### src/rtl/spi_mem_ctrl.sv
// spi_mem_ctrl: single-byte READ/WRITE controller for a 23LC512-class SPI SRAM.
// The datapath issues one request at a time. The controller sends a 32-bit SPI mode 0
// frame at clk/2 and reports completion with a busy/done handshake.
// Optional macro MEM_SEQ_READ_EN: after a read, chip select stays low. A read of the
// next address then needs only 8 more data bits.
module spi_mem_ctrl #(
  parameter int unsigned ADDR_WIDTH = 15,
  parameter int unsigned DATA_WIDTH = 8
) (
  input  logic                  clk,
  input  logic                  reset,
  input  logic                  memReq,
  input  logic                  memWrite,
  input  logic [ADDR_WIDTH-1:0] memAddr,
  input  logic [DATA_WIDTH-1:0] memWriteData,
  output logic [DATA_WIDTH-1:0] memReadBus,
  output logic                  memBusy,
  output logic                  memDone,
  output logic                  spiCsN,
  output logic                  spiSclk,
  output logic                  spiMosi,
  input  logic                  spiMiso
);

`ifdef MEM_SEQ_READ_EN
  typedef enum logic [2:0] {StIdle, StShift, StDone, StHold, StClose} state_e;
`else
  typedef enum logic [2:0] {StIdle, StShift, StDone} state_e;
`endif

  state_e                r_state;
  logic [31:0]           r_frame;     // bit 31 is the bit currently on MOSI
  logic [4:0]            r_bit_cnt;
  logic                  r_phase;     // 0: SCLK low half, 1: SCLK high half
  logic [DATA_WIDTH-2:0] r_rx;
  logic                  r_write;
  logic [DATA_WIDTH-1:0] r_read_bus;
  logic                  r_busy;
  logic                  r_done;
  logic                  r_cs_n;
  logic                  r_sclk;

  logic [31:0]           w_req_frame;
  logic [DATA_WIDTH-1:0] w_rx_next;

  // The SPI address is 16 bits wide. The CPU address is zero-extended by one bit.
  assign w_req_frame = memWrite ? {8'h02, 1'b0, memAddr, memWriteData}
                                : {8'h03, 1'b0, memAddr, 8'h00};
  assign w_rx_next   = {r_rx, spiMiso};

`ifdef MEM_SEQ_READ_EN
  logic [ADDR_WIDTH-1:0] r_addr;
  logic [DATA_WIDTH-1:0] r_wdata;
  logic [31:0]           w_lat_frame;
  logic [ADDR_WIDTH-1:0] w_addr_next;
  logic                  w_continue;

  assign w_lat_frame = r_write ? {8'h02, 1'b0, r_addr, r_wdata}
                               : {8'h03, 1'b0, r_addr, 8'h00};
  assign w_addr_next = r_addr + {{(ADDR_WIDTH-1){1'b0}}, 1'b1};
  // The burst may continue only on a read of the next address, with no wrap at the top.
  assign w_continue  = !memWrite && (memAddr == w_addr_next) && !(&r_addr);
`endif

  // Transaction sequencer: accept, shift the frame, complete and (optionally) hold the burst
  always_ff @(posedge clk) begin
    if (reset) begin
      r_state    <= StIdle;
      r_frame    <= '0;
      r_bit_cnt  <= '0;
      r_phase    <= 1'b0;
      r_rx       <= '0;
      r_write    <= 1'b0;
      r_read_bus <= '0;
      r_busy     <= 1'b0;
      r_done     <= 1'b0;
      r_cs_n     <= 1'b1;
      r_sclk     <= 1'b0;
`ifdef MEM_SEQ_READ_EN
      r_addr     <= '0;
      r_wdata    <= '0;
`endif
    end else begin
      r_done <= 1'b0;
      unique case (r_state)
        StIdle: begin
          if (memReq) begin
            r_state   <= StShift;
            r_write   <= memWrite;
`ifdef MEM_SEQ_READ_EN
            r_addr    <= memAddr;
            r_wdata   <= memWriteData;
`endif
            r_frame   <= w_req_frame;
            r_bit_cnt <= 5'd31;
            r_phase   <= 1'b0;
            r_cs_n    <= 1'b0;
            r_busy    <= 1'b1;
          end
        end
        StShift: begin
          if (!r_phase) begin
            r_sclk  <= 1'b1;
            r_phase <= 1'b1;
          end else begin
            r_sclk  <= 1'b0;
            r_phase <= 1'b0;
            r_rx    <= w_rx_next[DATA_WIDTH-2:0];
            r_frame <= {r_frame[30:0], 1'b0};
            if (r_bit_cnt == 5'd0) begin
              r_state <= StDone;
              r_done  <= 1'b1;
              if (!r_write) begin
                r_read_bus <= w_rx_next;
              end
`ifdef MEM_SEQ_READ_EN
              // After a read, CS stays low so the next read can continue the burst.
              r_cs_n <= r_write;
`else
              r_cs_n <= 1'b1;
`endif
            end else begin
              r_bit_cnt <= r_bit_cnt - 5'd1;
            end
          end
        end
        StDone: begin
          r_busy <= 1'b0;
`ifdef MEM_SEQ_READ_EN
          r_state <= r_write ? StIdle : StHold;
`else
          r_state <= StIdle;
`endif
        end
`ifdef MEM_SEQ_READ_EN
        StHold: begin
          if (memReq) begin
            r_addr  <= memAddr;
            r_write <= memWrite;
            r_wdata <= memWriteData;
            r_busy  <= 1'b1;
            if (w_continue) begin
              // The device auto-increments. Clock out only 8 more data bits.
              r_state   <= StShift;
              r_frame   <= '0;
              r_bit_cnt <= 5'd7;
              r_phase   <= 1'b0;
            end else begin
              r_state <= StClose;
              r_cs_n  <= 1'b1;
            end
          end
        end
        StClose: begin
          r_state   <= StShift;
          r_cs_n    <= 1'b0;
          r_frame   <= w_lat_frame;
          r_bit_cnt <= 5'd31;
          r_phase   <= 1'b0;
        end
`endif
        default: begin
          r_state <= StIdle;
          r_busy  <= 1'b0;
          r_cs_n  <= 1'b1;
          r_sclk  <= 1'b0;
        end
      endcase
    end
  end

  assign memReadBus = r_read_bus;
  assign memBusy    = r_busy;
  assign memDone    = r_done;
  assign spiCsN     = r_cs_n;
  assign spiSclk    = r_sclk;
  assign spiMosi    = r_frame[31];

endmodule

### config.mk
export PLATFORM = sky130hd
export DESIGN_NAME = spi_mem_ctrl
export DESIGN_NICKNAME = d
export VERILOG_FILES = /design/src/rtl/spi_mem_ctrl.sv
export SDC_FILE = /design/constraint.sdc
export NUM_CORES = 1
export LEC_CHECK = 0
export CORE_UTILIZATION = 48
export DETAILED_ROUTE_END_ITERATION = 10
export PLACE_DENSITY = 0.75
export RECOVER_POWER = 50
export SETUP_SLACK_MARGIN = 0.05
export SLEW_MARGIN = 20
export SYNTH_ARGS = -nofsm -noshare
export SYNTH_HDL_FRONTEND = slang
export SYNTH_SLANG_ARGS = --single-unit
export TNS_END_PERCENT = 100
### constraint.sdc
create_clock -name clk -period 1.8 [get_ports clk]
set_clock_uncertainty 0.15 [all_clocks]
set_input_delay 0.36 -clock clk [delete_from_list [all_inputs] [get_ports clk]]
set_output_delay 0.36 -clock clk [all_outputs]
set_load 0.02 [all_outputs]
# Word level (Yosys, flattened, before mapping)
# Cells that the tools add are included.
# classes
n_lt_le_gt_ge	0
mux	22
mul	0
n_reduce_logical	14
n_eq_ne	6
n_shift	0
n_addsub	1
div	0
n_bitwise	4
# ops
operator	count
two-way mux 32 bit	2
one-hot mux 32 bit (2 select lines)	1
two-way mux 25 bit	1
two-way mux 5 bit	3
AND reduction 4 bit	3
one-hot mux 5 bit (2 select lines)	1
two-way mux 3 bit	3
inequality test 2 bit, second input constant	4
AND reduction 2 bit	4
two-way mux 1 bit	6
one-hot mux 1 bit (2 select lines)	3
one-hot mux 3 bit (2 select lines)	1
AND reduction 3 bit	2
zero test 5 bit	1
subtractor 5 x 1 -> 5 bit, second input constant	1
NOT 1 bit	4
== test 3 x 1 -> 1 bit, second input constant	1
== test 3 x 2 -> 1 bit, second input constant	1
zero test 3 bit	1
one-hot mux 1 bit (3 select lines)	1
OR reduction 3 bit	1
nonzero test 2 bit	1
OR reduction 2 bit	1
# word_totals
input_bits	28
memories	0
romBits	0
wordCells	58
ram_bits	0
latchBits	0
ff_bits	61

# Longest topological paths before layout
# Gate-level depths: netlist of the first run.
# logic_depth
ltp_word	4
depth_mapped	6
ltp_nobuf	5

# Least setup slack after synthesis of the first run
# No wires, ideal clock.
# synth_path
path_type	register to register
start	register r_bit_cnt[0]
end	register r_read_bus[0] (netlist: memReadBus[0])
stages_incl_launch_ff	7
t_required_ns	1.518
n_path_buf	1
setup_slack_ns	0.055
t_arrival_ns	1.463
setup_ns	0.132
path_cell_list	dfxtp_1 inv_1 ha_1 or4b_4 buf_6 o31ai_1 a21oi_1
# synth_via
elab_chain_len	2
# synth_rtl
element	line_no	text
start: declaration	33	logic [4:0] r_bit_cnt;
start signal: assignment	123	r_bit_cnt <= r_bit_cnt - 5'd1;
zero test 5 bit	110	if (r_bit_cnt == 5'd0) begin
AND reduction 4 bit (no line)	-	
end signal: assignment	114	r_read_bus <= w_rx_next;
end: declaration	37	logic [DATA_WIDTH-1:0] r_read_bus;
# No other way between the ends.
# A chain may end at the register's enable or synchronous reset.

# Worst setup path in the final report of the first run
# layout_path
start	input memReq
end	register r_write
# layout_via
elab_chain_len	1
# layout_rtl
element	line_no	text
start: declaration	12	input logic memReq,
AND reduction 2 bit (no line)	-	
end signal: assignment	89	r_write <= memWrite;
end: declaration	36	logic r_write;
# No other way between the ends.

==> summary.md, run 1 <==
| Metric | Value |
|---|---|
| Worst-margin pin slew | 0.638 ns |
| Syn_nets | 340 |
| Avg Vias per Cell | 5.70 |
| Top post-synthesis cells by count | 60 x dfxtp_1, 54 x a21oi_1, 53 x nand2_1 |
| Fmax | 0.582 GHz |
| Seq pwr share | 47.5% |
| Max-slew headroom | 57.4% |
| FF-to-FF path depth | 5 |
| Final worst-path cycle share | 95.5% |
| Crit path launch | memReq |
| Layout cells sized above 1 | 15.2% |
| Port Buffers | 40 |
| RSZ-0062 raised after global routing | true |
| Antenna violations before repair | 0 |
| Synth area leader | dfxtp_1 |
| Filler cells | 457 |
| Post-synth EDFFs | 0 |
| Status | finished, final reports clean |
| Async set or reset register ratio after synthesis | 0% |
| Post-route minimum period | 1.72 ns |
| DR DRC count | 0 |
| DR WL/cell | 13.8 µm |
| Complex-gate fraction of the synthesized area | 25.6% |
| Hold wc startpoint | reset |
| CTS Hold Buffers Added | 0 |
| # placed instances | 409 |
| Static leakage | 1.22 nW |
| Post CTS Setup Buffer Count | 0 |
| Main combinational cell family by area after synthesis | compound AO/OA/AOI/OAI gates |
| Die span in y | 75.6 µm |
| Die area | 5710 µm² |
| FP Rows | 26 |
| First-pass GRT wire length | 9480 µm |
| Hold/Removal Path Class | in2reg |
| Critical path type | in2reg |
| Post-Route WL | 5880 µm |
| Vias in the first global route | 2,135 |
| Max clock buf depth | 2 |
| Max_cap viols | 0 |
| Post-Synth Simple-Gate Area | 19.5% |
| Pre-antenna DRT Iters | 4 |
| Critical path arrival | 1.78 ns |
| Layout area overhead | 29.2% |
| Post-DP HPWL | 3730 µm |
| Post-synthesis cell type count | 37 |
| Worst-path clk slew | 0.06 ns |
| Grt total ovfl | 0 |
| Synthesized area | 2600 µm² |
| Sw Pwr | 0.837 mW |
| Pin count of the biggest net entering global routing | 31 |
| TritonCTS clock tree | done |
| Worst Setup Start Kind | primary input |
| Clk sink count | 60 |
| Initial DRC count | 148 |
| Post-synthesis sequential area ratio | 46.2% |
| Sw Share | 26.8% |
| Layout Nets | 380 |
| Yosys warns | 0 |
| Core area | 5170 µm² |
| Synth top area cells | dfxtp_1 46%, a21oi_1 10%, a311oi_1 7.8% |
| Most frequent cell after synthesis | dfxtp_1 |
| Synth Instances | 311 |
| Power Internal | 2.29 mW |
| Post-synthesis mux area share | 1.20% |
| Antenna fix cells | 0 |
| Yosys reg bits | 60 |
| Cell area after placement | 3110 µm² |
| Prevailing post-synth register cell | dfxtp_1 |
| TritonCTS buffer count | 9 |
| H-tree depth | 3 |
| Syn avg cell area | 8.36 µm² |
| Die X | 75.6 µm |
| Initial Util | 50.2% |
| Final Instance Area | 3360 µm² |
| Final Max Tran Viols | 0 |
| Pwr dens | 931 nW/µm² |
| Maximum VDD drop | 0.000533 V |
| GPL Wtd Cong | 0.793 |
| Antenna Violating Nets Remaining | 0 |
| Root buf cell | clkbuf_8 |
| Critical path data required time | 1.86 ns |
| Total track usage | 22.2% |
| Final setup violation count | 0 |
| Worst-Skew Late Latency | 0.33 ns |
| Largest fanout on the critical path | 4 |
| Combinational share of power | 17.6% |
| Routed vias | 2,429 |
| Post-synth top area share | 46.2% |
| Synth Area in XOR/XNOR | 0% |
| # IOs | 41 |
| Setup crit end kind | flop |
| Post-synthesis adder-cell area fraction | 0.481% |
| Final Hold Vio Count | 0 |
| Clock network fraction of total power | 34.8% |
| Reg2reg start | r_bit_cnt[1] |
| Cell count of the worst hold path | 2 |
| Final Non-Filler Cells | 426 |
==> critical path, stage by stage <==
cell             delay (ns)
clkdlybuf4s50_1        0.53
buf_4                  0.15
or3b_2                 0.49
mux2i_1                0.19
nor2_1                 0.06
==> flip-flops by register name (all words and copies together) (netlist names) <==
name and cells:
spiCsN 1, r_phase 1, memDone 1, r_state 2
memReadBus 8, spiSclk 1, r_frame 32, memBusy 1
r_write 1, r_rx 7, r_bit_cnt 5
==> through the flow <==
stage	setup TNS [ns]	util [%]	total power [mW]	worst slack, ns	hold WS, ns
finish	0	64.9	3.13	0.0808	0.0925
global route	0	64.9	3.28	0.0359	0.103
CTS	0	63.5	3.12	0.0105	0.0882
detailed placement	-10.35	60.0	2.02	-0.373	0.309
global placement	-7.38	60.0	2.01	-0.250	0.298
floorplan	0	-	1.83	0.0546	0.287
==> cells by family (layout without fill, tap and decap cells) <==
logic type / Yosys count / in the layout
fa+ha+maj: 1 / 1
mux: 3 / 3
simple gates: 101 / 102
buf+inv: 40 / 84
flops: 60 / 60
compound gates: 106 / 106
==> power groups by stage <==
stage | Clock, mW | Combinational (mW) | Sequential [mW]
floorplan | 0 | 0.340 | 1.49
global placement | 0 | 0.510 | 1.50
detailed placement | 0 | 0.521 | 1.50
CTS | 1.12 | 0.521 | 1.48
global route | 1.17 | 0.607 | 1.50
finish | 1.09 | 0.551 | 1.49
==> path summary, 6_finish.rpt <==
path / to / slack [ns]
setup / recovery: r_write / 0.08
hold / removal: r_bit_cnt[2] / 0.09
setup reg to reg: memReadBus[5] / 0.09
hold reg to reg: memReadBus[1] / 0.31
==> routing by layer <==
layer / wire length [µm] / up-vias / global-route usage [%]
met5: 0 / - / 0
met4: 57 / 0 / 7.00
met3: 182 / 5 / 8.33
met2: 2920 / 44 / 37.9
met1: 2720 / 1168 / 25.7
li1: - / 1212 / -
==> repair_timing <==
action,4_1_cts,5_1_grt
pin swaps,0,1
gates resized for setup,16,17
gates cloned,0,1
endpoints found under the setup margin,45,16
==> cell type report <==
cell class	count	area, µm²	share of cell area (%)
Inverter	5	18.8	0.559
Clock buffer	15	176	5.25
Sequential cell	60	1200	35.8
Clock inverter	1	5.00	0.149
Multi-Input combinational cell	212	1310	38.9
Timing Repair Buffer	63	561	16.7
Tap cell	70	87.6	2.61
==> cells in the final DEF, fill, tap and decap left out, types with 2 or more instances in the layout <==
| master | synthesis | routed |
|---|---|---|
| dlygate4sd2_1 | 0 | 13 |
| nor2_1 | 6 | 6 |
| nand2b_1 | 4 | 4 |
| inv_2 | 0 | 2 |
| a311oi_1 | 23 | 23 |
| or4_1 | 2 | 2 |
| inv_1 | 5 | 3 |
| dfxtp_1 | 60 | 59 |
| o21a_1 | 2 | 2 |
| o21ai_0 | 11 | 11 |
| o31ai_1 | 8 | 2 |
| buf_4 | 1 | 18 |
| a21oi_1 | 54 | 54 |
| nand4_1 | 7 | 7 |
| nand4b_1 | 8 | 8 |
| clkdlybuf4s50_1 | 0 | 26 |
| a31oi_1 | 2 | 2 |
| clkbuf_2 | 0 | 3 |
| nor3_1 | 5 | 5 |
| a211oi_1 | 2 | 2 |
| clkbuf_1 | 17 | 3 |
| nand2_1 | 53 | 53 |
| or4b_4 | 1 | 2 |
| nand3_1 | 7 | 7 |
| nor4_1 | 2 | 2 |
| clkbuf_8 | 0 | 12 |
| o31ai_2 | 0 | 5 |
Power figures use the tool's default switching activity.
==> run 2, diff against run 1 <==
--- a/config.mk
+++ b/config.mk
@@ -5,6 +5,7 @@
 export SDC_FILE = /design/constraint.sdc
 export NUM_CORES = 1
 export LEC_CHECK = 0
+export CAP_MARGIN = 20
 export CORE_UTILIZATION = 48
 export DETAILED_ROUTE_END_ITERATION = 10
 export PLACE_DENSITY = 0.75
==> results of run 2 <==
Same layout as run 1: the final DEF is identical, and so are final timing and power.
==> RTL change 1: new RTL, settings of run 1 <==
Re-encode `state_e` (3 states) as one-hot, 3 bits wide.
--- a/src/rtl/spi_mem_ctrl.sv
+++ b/src/rtl/spi_mem_ctrl.sv
@@ -26,5 +26,5 @@
   typedef enum logic [2:0] {StIdle, StShift, StDone, StHold, StClose} state_e;
 `else
-  typedef enum logic [2:0] {StIdle, StShift, StDone} state_e;
+  typedef enum logic [2:0] {StIdle = 3'b001, StShift = 3'b010, StDone = 3'b100} state_e;
 `endif
 
Function: same outputs for any inputs over 10 cycles, from zero or initial values and one cycle with reset high; not proved beyond that.
==> RTL change 1 against run 1 <==
Worst setup slack improved by 0.011 ns. Power increased by 5.2%. Area after synthesis increased by 11%. Sequential cell count increased by 1. Routed wire length increased by 9.5%. Design area increased by 7.6%. Critical path type is now flip-flop to flip-flop. Largest power group unchanged. Highest routed layer unchanged.
==> RTL change 1: results (changes against run 1) <==
The origin of the worst setup path is r_bit_cnt[1]. The number of buffers other than clock buffers in the final layout came out at 60 (-4.8%). The vias after detailed routing is 2497 (+2.8%).

The wire length on met3 came out at 342 um (+88%). The fraction of area in clock buffers and inverters is 5.884% (+0.48 points). The global routing met1 resource utilization is 28.42% (+2.7 points). The met3 global-route usage came out at 5.371% (-3.0 points). The synthesized netlist cell count came out at 315 (+1.3%). The share of total power in combinational logic came out at 14.6% (-3.0 points).

Sorting the synthesized cells by area gives the leading types as sky130_fd_sc_hd__dfxtp_1 42%, sky130_fd_sc_hd__a311oi_2 7.8%, sky130_fd_sc_hd__nand2_1 7.0%, sky130_fd_sc_hd__a21oi_1 4.7%, sky130_fd_sc_hd__nor3_1 4.3%. The detailed router's first-iteration violation count came out at 162 (+9.5%). The pre-CTS worst setup slack is -0.1658 ns (+0.2072 ns). The detailed-routed wire length on met2 came out at 3002 um (+2.8%).

The last weighted congestion value of the routability-driven placer is 0.7822 (-1.3%). The area of placed instances was 0.003366 mm^2 (+8.4%). The minimum period implied by the final worst setup slack came out at 1.708 ns (-0.01073 ns).

The maximum cell stage delay along the critical path is 0.55 ns (+0.02 ns). The total of cells resized after clock tree synthesis is 18 (+2). The total clock sinks was 61 (+1.7%). The worst hold path terminates at memReadBus[6]. In the synthesized netlist, the cells that appear most often are 61 x sky130_fd_sc_hd__dfxtp_1, 54 x sky130_fd_sc_hd__nand2_1, 27 x sky130_fd_sc_hd__a21oi_1. The detailed placer's ending HPWL came out at 4057 um (+8.6%). The run finished with clean final reports. The number of fill cells in the layout came to 477 (+4.4%). The worst setup path is of the flip-flop to flip-flop kind. The number of global-route vias before repair came out at 2291 (+7.3%).

The internal power consumption came out at 2.453 mW (+7.1%). The number of clock-tree buffers in the layout came to 10 (-5). The non-clock inverter total of the final layout came out at 4 (-1). The standard cell with the maximum stage delay on the critical path is sky130_fd_sc_hd__or4b_4.

The largest net degree at the start of global routing is 54 (+74%). The portion of the post-synthesis area used by sequential elements came out at 42.36% (-3.9 points). The fraction of area in multi-input gates is 40.29% (+1.4 points).
-- RTL change 1: cell count changes after synthesis, moves of 8 or more --
cell and delta:
sky130_fd_sc_hd__a311oi_1 -15, sky130_fd_sc_hd__a311oi_2 +15, sky130_fd_sc_hd__nand3_1 +9, sky130_fd_sc_hd__buf_4 +9, sky130_fd_sc_hd__nor3_1 +20, sky130_fd_sc_hd__o21ai_0 -8
sky130_fd_sc_hd__nand4b_1 -8, sky130_fd_sc_hd__clkbuf_1 -8, sky130_fd_sc_hd__a21oi_1 -27
-- RTL change 1: cells by family (layout without fill, tap and decap cells) --
kind of cell | count (synthesis) | in the layout | share of synthesized area, %
and+or+nand+nor | 128 | 128 | 23.00
AOI/OAI and AO/OA | 85 | 85 | 25.43
DFF | 61 | 61 | 42.36
buffers and inverters | 38 | 79 | 8.159
xor gates and xnor gates | 2 | 2 | 0.6077
adders and majority gates | 1 | 1 | 0.4340
==> RTL change 2: new RTL, settings of run 1 <==
Made on the original files. Add a define of `MEM_SEQ_READ_EN`.
--- a/src/rtl/spi_mem_ctrl.sv
+++ b/src/rtl/spi_mem_ctrl.sv
@@ -4,4 +4,6 @@
 // Optional macro MEM_SEQ_READ_EN: after a read, chip select stays low. A read of the
 // next address then needs only 8 more data bits.
+`define MEM_SEQ_READ_EN
+
 module spi_mem_ctrl #(
   parameter int unsigned ADDR_WIDTH = 15,
Formal check against the unedited RTL: no difference found for any inputs over 10 cycles, from zero or initial values and one cycle with reset high; that may be too few to reach the edited logic, so the function may still have changed.
==> RTL change 2 against run 1 <==
First-iteration DRC count grew 91%. Worst hold slack gained 0.21 ns. Area after synthesis grew 72%. Power grew 150%. The run now ends with setup timing left. Routed wire length grew 140%. Highest routed layer unchanged. Worst setup slack lost 1.1 ns. Critical path type is now flip-flop to flip-flop. Design area grew 91%. Clock power grew 32%. Synthesized cell count grew 80%. Sequential cell count grew 24. Non-clock buffer count grew 103.
==> RTL change 2: results (changes against run 1) <==
The flow ran to the end, but the final reports show violations. The final reports fail on setup timing. The non-clock inverter total of the final layout is 8 (+3). The number of multi-input combinational cells in the layout is 421 (+99%).

The post-synthesis register bit count came to 84 (+40%). The fraction of final layout cells sized beyond drive strength 1 came to 30.22% (+15 points). The leakage power figure is 2.544 nW (+110%). The compound-cell area share of the yosys netlist is 23.06% (-2.6 points). The clock network fraction of total power is 18.4% (-16 points). The share of cell area taken by muxes after synthesis is 6.939% (+5.7 points). The number of buffers other than clock buffers in the final layout came to 166 (+160%). The number of clock-tree buffers in the layout came to 12 (-3).

The horizontal die dimension is 98.52 um (+30%). The detailed router's first-iteration violation count is 283 (+91%). The final number of setup-violating endpoints is 50 (+50). The setup TNS after final layout is -39.31 ns (-39.31 ns). The worst hold margin is 0.3044 ns (+0.2119 ns). The iteration count of the initial detailed-routing pass is 7 (+3). The post-placement cell count is 765 (+87%).

The fraction of the mapped netlist area in adder cells came to 0.8394% (+0.36 points). Sorting the synthesized cells by how often they occur yields 84 x sky130_fd_sc_hd__dfxtp_1, 76 x sky130_fd_sc_hd__nand2_1, 69 x sky130_fd_sc_hd__nor2_1. The post-synthesis net count is 591 (+74%). In this run the worst hold path is classified as flip-flop to flip-flop. The largest voltage drop on the vdd net was 1.016 mV (+91%). The aggregate global-route resource usage is 26.93% (+4.8 points). The pre-CTS worst setup slack came to -1.221 ns (-0.8481 ns).

The setup slack after layout was -0.9985 ns (-1.079 ns). The first-pass GRT wire length is 21130 um (+120%). The clock-pin slew of the registers on the worst-case setup and hold paths is 0.09 ns (+0.03 ns).

The final net count came to 721 (+90%). The worst reg2reg path endpoint is r_frame[1]. The share of power burned in registers came out at 31.3% (-16 points). The area of placed instances was 0.005749 mm^2 (+85%). The fraction of standard cell area that is sequential came out at 26.53% (-9.3 points). The number of fill cells in the layout is 659 (+44%). The power density relative to cell area is 1215 mW/mm^2 (+30%).

The number of enable-type register cells in the synthesized netlist is 0 (unchanged). The internal power consumption came out at 4.820 mW (+110%). The average wire length per cell after detail routing came out at 17.46 um (+27%). The fraction of area in multi-input gates came to 44.21% (+5.3 points).

The portion of the post-synthesis area used by sequential elements is 37.60% (-8.6 points). The worst register-to-register path begins at r_addr[1]. The actual transition at the worst max-transition pin is 0.4153 ns (-0.2231 ns).

Sorting the synthesized cells by area gives the leading types as sky130_fd_sc_hd__dfxtp_1 38%, sky130_fd_sc_hd__mux2i_1 6.9%, sky130_fd_sc_hd__nand2_1 6.4%, sky130_fd_sc_hd__nor2_1 5.8%, sky130_fd_sc_hd__a21oi_1 4.1%. The largest net degree at the start of global routing came to 54 (+74%). The final cell count without fillers is 803 (+88%). The count of unique library cells instantiated by Yosys is 56 (+51%). The number of global-route vias before repair came to 4459 (+110%). The synthesized netlist cell count came out at 560 (+80%).

The xor/xnor share of the synthesized area is 3.721% (+3.7 points). The via count normalized by instance count came to 6.032 (+5.8%). The last weighted congestion value of the routability-driven placer came out at 0.8469 (+6.8%).
==> RTL change 2: changes by cell type after synthesis, sizes merged, moves of 9 or more <==
cell	delta
a221oi	+16
a311oi	-11
clkbuf	+15
o21ai	+26
nor2	+63
a211oi	+9
dfxtp	+24
mux2i	+29
a21oi	-17
nand2	+23
xnor2	+13
nor3	+16
==> RTL change 2: routing by layer <==
layer  GRT usage, %  vias up  wire length, um
met2          46.48      189             6885
met3          4.752       37              721
li1               -     2275                -
met5              0        -                0
met4          11.60        0              423
met1          33.04     2343             5990
==> RTL change 2: worst max path at each step <==
stage	startpoint	to	depth (start not counted)
after floorplan	r_addr[0]	r_bit_cnt[2]	9
after global placement	memAddr[13]	r_bit_cnt[2]	9
after detailed placement	memAddr[13]	r_bit_cnt[2]	9
after CTS	r_addr[1]	r_bit_cnt[2]	9
after global routing	r_addr[1]	r_frame[9]	11
final	r_addr[1]	r_frame[1]	11
==> RTL change 2: worst max-delay path: stages, from the launching register on <==
cell and delay, ns:
sky130_fd_sc_hd__dfxtp_4 0.37, sky130_fd_sc_hd__buf_6 0.10, sky130_fd_sc_hd__nand4_1 0.20, sky130_fd_sc_hd__buf_4 0.21
sky130_fd_sc_hd__o31ai_2 0.19, sky130_fd_sc_hd__nand2b_1 0.14, sky130_fd_sc_hd__a2111oi_4 0.39, sky130_fd_sc_hd__buf_4 0.19
sky130_fd_sc_hd__nand4_1 0.25, sky130_fd_sc_hd__nand2_4 0.25, sky130_fd_sc_hd__clkbuf_16 0.18, sky130_fd_sc_hd__a211oi_1 0.07
==> RTL change 2: timing repair <==
action                     in CTS  in global routing
setup endpoints to repair      88                 67
resized for setup              53                 45
buffers inserted                7                 10
pin swaps                       7                 25
gates cloned                    1                  5
